## src/rtl/cra.sv

```systemverilog
// Registered WIDTH-bit ripple-carry adder: 1-cycle latency, one add per cycle, no backpressure.
// Optional signed-overflow flag output ovf is built when CRA_OVERFLOW_EN is defined.
module cra #(
  parameter int WIDTH = 8
) (
  input  logic             clk,
  input  logic             rst_n,
  input  logic             in_valid,
  input  logic [WIDTH-1:0] A,
  input  logic [WIDTH-1:0] B,
  input  logic             cIn,
  output logic             out_valid,
`ifdef CRA_OVERFLOW_EN
  output logic             ovf,
`endif
  output logic [WIDTH:0]   sum
);

  logic [WIDTH:0]   w_c;
  logic [WIDTH-1:0] w_p;
  logic [WIDTH-1:0] w_s;

  logic [WIDTH:0]   r_sum;
  logic             r_vld;

  // Explicit bit-serial carry ripple, one full-adder cell per bit.
  always_comb begin
    w_c    = '0;
    w_p    = '0;
    w_s    = '0;
    w_c[0] = cIn;
    for (int i = 0; i < WIDTH; i++) begin
      w_p[i]   = A[i] ^ B[i];
      w_s[i]   = w_p[i] ^ w_c[i];
      w_c[i+1] = (A[i] & B[i]) | (w_c[i] & w_p[i]);
    end
  end

  always_ff @(posedge clk or negedge rst_n) begin
    if (!rst_n) begin
      r_sum <= '0;
      r_vld <= 1'b0;
    end else begin
      r_vld <= in_valid;
      if (in_valid) begin
        r_sum <= {w_c[WIDTH], w_s};
      end
    end
  end

  assign sum       = r_sum;
  assign out_valid = r_vld;

`ifdef CRA_OVERFLOW_EN
  logic r_ovf;

  // Two's-complement overflow: carry into the sign bit differs from carry out of it.
  always_ff @(posedge clk or negedge rst_n) begin
    if (!rst_n) begin
      r_ovf <= 1'b0;
    end else if (in_valid) begin
      r_ovf <= w_c[WIDTH] ^ w_c[WIDTH-1];
    end
  end

  assign ovf = r_ovf;
`endif

endmodule

```

## config.mk

```make
export PLATFORM = sky130hd
export DESIGN_NAME = cra
export DESIGN_NICKNAME = d
export VERILOG_FILES = /design/src/rtl/cra.sv
export SDC_FILE = /design/constraint.sdc
export NUM_CORES = 1
export LEC_CHECK = 0
export ABC_AREA = 1
export CORE_MARGIN = 3
export CORE_UTILIZATION = 37
export CTS_CLUSTER_SIZE = 28
export DETAILED_ROUTE_END_ITERATION = 10
export PLACE_DENSITY = 0.76
export SLEW_MARGIN = 25
export SYNTH_ARGS = -nofsm -noshare
export SYNTH_HDL_FRONTEND = slang
export SYNTH_SLANG_ARGS = --single-unit
```

## constraint.sdc

```tcl
create_clock -name clk -period 0.9 [get_ports clk]
set_clock_uncertainty 0.2 [all_clocks]
set_input_delay 0.18 -clock clk [delete_from_list [all_inputs] [get_ports clk]]
set_output_delay 0.18 -clock clk [all_outputs]
set_load 0.05 [all_outputs]
```

==> impl_results.md, run 1 <==
* Max rail drop VDD at 0.9530 mV
* Final Hold Fails at 0
* Post-synth EDFFs at 0
* Failing checks: negative setup slack
* H-tree depth at 1
* Slew @ Worst Pin at 150.8 ps
* R2R setup slack at -70 ps
* Synth cell count leaders: 27 x nand2_1, 10 x dfrtp_1, 10 x inv_1
* Sequential area share after synthesis at ~44%
* Die Y at around 45 um
* Post-synthesis register bit count at 10
* TritonRoute pass-1 iters at 3
* Largest area contributor in the netlist: dfrtp_1
* Gpl congestion at roughly 0.76
* Fin crit share at 366.3%
* Vias in the first global route at 480
* Drt total wl at ~1300 um
* Finish-stage setup viols at 19
* Pre-CTS WS at -3054 ps
* Top_reg_cell synth: dfrtp_1
* Post-route DRC at 0
* Cell with the most instances after synthesis: nand2_1
* Critical Path Source: cIn
* DR iter-0 viols at 6
* Port Buf Inserts at 29
* Syn_area_per_cell at 9.900 um^2
* Starting Density at 41.30%
* CTS Root Cell: clkbuf_4
* Post-synth top area share at between 40% and 50%
* Die width at approximately 45 um
* Clock Sinks at 10
* Die area at roughly 2000 um^2
* Worst-path clk slew at ~80 ps
* Fraction of layout cells with a size suffix above 1 at between 40 and 50%
* Vias post-DR at about 480
* Routed wire length per instance at ~12 um
* Largest net degree at the start of global routing at 11
* WS Path Type: input port to register
* TNS Setup at -15000 ps
* First-pass GRT wire length at between 2000 and 2500 um
* Worst flop-to-flop path startpoint: sum[5]
* Via/cell ratio at between 4 and 5
* Core area at between 1000 and 1500 um^2
* Reg2reg path depth at 3
* Max clock buf depth at 2
* Clk_lat worst skew at approximately 270 ps
* Clock share of power at around 22%
* Logic pwr share at a little under half
* Hold crit path type: input port to async pin
* Switching power total at ~690 uW
* I/O pin total at 30
* Slew headroom at 89.93%
* Final Critical Period at between 3000 and 4000 ps
* Synth top area cells: dfrtp_1 44%, fa_1 28%, nand2_1 18%, inv_1 6.7%, buf_6 2.0%
* Cts bufs inserted at 3
* Net Sw Frac at a little over a third
* Total GRT Usage at 15.31%
* Sequential share of power at 31.9%
* Crit-path max FO at 1
* Mapped Area at 564.3 um^2
* Post-synthesis async set-or-reset flop share at 100.0%
* Cell variety after synth at 6
* # diodes at 0
* Pwr dens at ~1800 nW/um^2
* Syn nets at 85
* Initial antenna violation count at 0
* Worst EP arrival at between 3000 and 4000 ps
* Synth Instances at 57
* Final non-filler cell area at about 1100 um^2
* Nets@finish at between 100 and 150
* Power Internal at about 1200 uW
* Final core occ at between 70 and 80%
* Worst setup EP type: register
* Static Leakage at just over 0.0005 uW
* Yosys warnings at 0
* Final worst setup slack at -2397 ps
* Slew Limit Fails at 0
* Fmax at 0.3033 GHz
* Post-Place Cell Area at 1021 um^2
* Reg2reg end: sum[5]
* End of the critical path: sum[7]
* CP startpoint kind: input port
* Worst endpoint required time at about 910 ps
* Max-cap violation count at 0
* Unrepaired setup endpoints after global routing: true
* Area growth, synth to finish at 88.47%
* Status: finished, violations left
* DRT antenna net count at 0
* CTS tree: yes
* Row cnt at 13
* Total gr overflow at 0
==> registers in the layout (all words and copies together) (netlist names) <==
signal     flops
sum            9
out_valid      1
==> stage by stage <==
stage / hold slack, ps / std cells / total power, uW
after detailed placement: 307.2 / 102 / 1496
after global placement: 301.5 / 102 / 1478
after global routing: 33.83 / 108 / 2027
after CTS: 18.54 / 107 / 1932
final: 30.61 / 108 / 1923
after floorplan: -315.6 / 57 / 994.7
==> per-layer routing <==
layer | track usage [%] | vias up | part of all wire [%]
met5 | 0 | - | 0
met4 | 5.263 | 0 | 0.63
met3 | 3.586 | 2 | 9.1
met2 | 27.40 | 24 | 53
met1 | 17.71 | 222 | 37
li1 | - | 231 | -
==> what timing repair did <==
item | 4_1_cts | 5_1_grt
hold buffers | 0 | 0
setup endpoints to repair | 19 | 19
gates resized for setup | 19 | 1
buffers inserted | 1 | 1
pin swaps | 17 | 9
==> critical path, cell delays in order <==
cell and delay, ps:
buf_6 90, fa_2 370, inv_2 60, fa_2 200
inv_2 40, fa_2 340, fa_2 360, fa_2 350
fa_2 340, fa_2 340, inv_2 60, fa_2 430
inv_2 50, nand2_1 40, nand2_1 40
==> worst min path at each step <==
stage / from / to / slack [ps]
floorplan: rst_n / out_valid / -320
global placement: sum[0] / sum[0] / 300
detailed placement: sum[3] / sum[3] / 310
CTS: in_valid / out_valid / 20
global route: in_valid / out_valid / 30
finish: rst_n / sum[4] / 30
==> cell usage in the layout (no fill, tap or decap), drive strengths merged <==
cell           netlist  final
buf                  1     17
clkbuf               0      4
clkdlybuf4s50        0     13
dfrtp               10     10
dlygate4sd2          0      3
fa                   8      8
inv                 11     11
nand2               27     27
==> power by group through the flow <==
stage / registers [uW] / clock network [uW] / logic (uW)
3_5_place_dp: 624 / 0 / 872
2_1_floorplan: 838 / 0 / 157
3_3_place_gp: 620 / 0 / 858
5_1_grt: 626 / 446 / 956
4_1_cts: 614 / 430 / 888
6_report: 613 / 420 / 890
==> kinds of logic (layout without fill, tap and decap cells) <==
family	after synthesis	in the layout	share of synthesized area, %
buffers and inverters	12	48	9.313
and+or+nand+nor	27	27	17.96
DFF	10	10	44.35
adders and majority gates	8	8	28.38
==> area by class of cell <==
class                   count  area, um^2
well taps                  15       18.77
clock buffers               4       36.28
inverters                  11       41.29
flip-flops and latches     10       261.5
multi-input cells          35       281.5
fillers                    92       302.8
repair buffers             33       424.2
No activity file was read; power rests on OpenSTA's default activity.
==> run 2, diff against run 1 <==
REMOVE_ABC_BUFFERS = 1   (was not set)
==> run 2 against run 1 <==
Hold slack better by 17 ps. Register-to-register slack lost 40 ps. Maximum frequency is 2.3% higher. Setup slack improved by 74 ps. Power up 1.3%. Sequential share of layout area fell by 1.5 points. Critical path type unchanged. Combinational power rose by 4.0%. Die area unchanged. Clock power decreased by 1%. Final cell count rose by 2.8%. The flow still finishes with violations (negative setup slack). Sequential power is 0.8% lower. Highest routed layer unchanged. Flip-flop and latch count unchanged.
==> impl_results.md, run 2 (synthesis gave the netlist of run 1 again) <==
* I/O pin total at 30
* Die width at roughly 45 um
* Post-route DRC at 0
* Static Leakage at 0.0005464 uW
* CTS tree: yes
* Final non-filler cell area at ~1100 um^2
* Final Hold Fails at 0
* Final Critical Period at between 3000 and 4000 ps
* First-pass GRT wire length at ~2300 um
* Core area at about 1400 um^2
* Crit-path max FO at 1
* Fraction of layout cells with a size suffix above 1 at around two fifths
* Die Y at between 40 and 50 um
* Crit-path cells: buf_6 -> fa_2 -> inv_2 -> fa_2 -> inv_2 -> fa_2 -> fa_2 -> fa_2 -> fa_2 -> fa_2 -> inv_2 -> fa_1 -> inv_1 -> nand2_1 -> nand2_1
* Worst endpoint required time at ~910 ps
* Crit path max-delay family: adder cells
* Worst-path clk slew at around 70 ps
* CTS Root Cell: clkbuf_4
* Initial antenna violation count at 0
* CP most frequent cell: fa_2
* # diodes at 0
* DRT antenna net count at 0
* Nets@finish at 125
* Finish-stage setup viols at 19
* Port Buf Inserts at 29
* Failing checks: negative setup slack
* Max rail drop VDD at 1.013 mV
* Max-cap violation count at 0
* Slew headroom at around nine tenths
* WS Path Type: input port to register
* Hold crit path type: input port to async pin
* Vias in the first global route at about 520
* H-tree depth at 1
* Pre-CTS WS at -3289 ps
* Unrepaired setup endpoints after global routing: true
* Fmax at 0.3103 GHz
* TNS Setup at -14700 ps
* CP startpoint kind: input port
* Slew @ Worst Pin at roughly 160 ps
* Pwr dens at approximately 1800 nW/um^2
* R2R setup slack at -110 ps
* Slew Limit Fails at 0
* Post-Place Cell Area at between 900 and 1000 um^2
* TritonRoute pass-1 iters at 2
* Cts hold-fix bufs at 0
* Cts bufs inserted at 3
* Multi-input gate area at about 280 um^2
* HPWL after detailed placement at 1108 um
* Buf+Inv Stages, Crit Path at 5
* Routed wire length per instance at roughly 13 um
* Vias post-DR at about 500
* Via/cell ratio at between 4 and 5
* Status: finished, violations left
* Final worst setup slack at -2323 ps
* Crit-path slowest cell: fa_1
* Commonest non-fill, non-tap cell in the layout: nand2_1
* Drt total wl at around 1400 um
* Largest net degree at the start of global routing at 11
* Hold slack at 47.25 ps
* Worst setup EP type: register
* Die area at just over 2000 um^2
* Total gr overflow at 0
* Gpl congestion at ~0.73
* Fin crit share at 358.1%
* Most frequent cells in the layout: 27 x nand2_1, 13 x clkdlybuf4s50_1, 11 x buf_12
* Largest register FFs at 9
* Clk_lat worst skew at approximately 270 ps
* Total GRT Usage at between 10% and 20%
* Clock Sinks at 10
* Final core occ at 79.21%
* Starting Density at between 40% and 50%
* Max clock buf depth at 2
* Crit-path max cell delay at about 400 ps
* Layout filler cell count at 94
* FF+latch area at 250.2 um^2
* DR iter-0 viols at 6
* Worst EP arrival at about 3200 ps
* Row cnt at 13
* Area growth, synth to finish at 91.80%
run 2: cell types whose count changed in the layout (fill, tap and decap cells not counted):
cell | previous run | this run
fa_2 | 8 | 7
buf_6 | 2 | 3
buf_2 | 2 | 1
dlygate4sd2_1 | 3 | 2
buf_4 | 2 | 5
fa_1 | 0 | 1
dlymetal6s2s_1 | 0 | 1
dfrtp_2 | 9 | 0
dfrtp_1 | 1 | 10
run 2: worst reg2reg max path: cells and delay by family, from the launching register on:
kind,cells,cell delay [ps]
flip-flops,1,430
buffers and inverters,1,160
AND/OR/NAND/NOR,2,130
run 2: repair_timing:
| item | 4_1_cts | 5_1_grt |
|---|---|---|
| setup buffers | 2 | 3 |
| gates resized for setup | 27 | 4 |
| endpoints found under the setup margin | 20 | 19 |
| pin swaps | 16 | 11 |
run 2: worst paths after layout:
check | endpoint | start | cells past startpoint
max reg2reg | sum[4] | sum[4] | 3
max in group asynchronous | sum[5] | rst_n | 2
min | sum[0] | rst_n | 2
min reg2reg | sum[3] | sum[3] | 2
max | sum[7] | A[0] | 15
min in group clk | sum[0] | cIn | 4
run 2: area by class of cell:
cell class,count,area share (%)
well taps,15,1.734
clock buffers,4,3.353
repair buffers,36,42.20
inverters,11,3.815
flip-flops and latches,10,23.12
multi-input cells,35,25.78
run 2: power breakdown:
| group | leakage (uW) | internal, uW | total [uW] | switching (uW) |
|---|---|---|---|---|
| clock network | 0.0000210 | 246 | 414 | 168 |
| registers | 0.000121 | 522 | 608 | 85.8 |
| logic | 0.000404 | 481 | 926 | 445 |
run 2: through the flow:
step           power (uW)  std cells
5_1_grt              2056        111
2_1_floorplan       958.3         56
6_report             1948        111
4_1_cts              1904        108
3_3_place_gp         1446        102
3_5_place_dp         1472        102
run 2: routing by layer:
metal / vias to the layer above / track usage [%] / part of all wire, %
li1: 238 / - / -
met4: 0 / 5.263 / 0.62
met2: 21 / 27.97 / 56
met5: - / 0 / 0
met3: 2 / 6.375 / 6.8
met1: 236 / 17.53 / 37
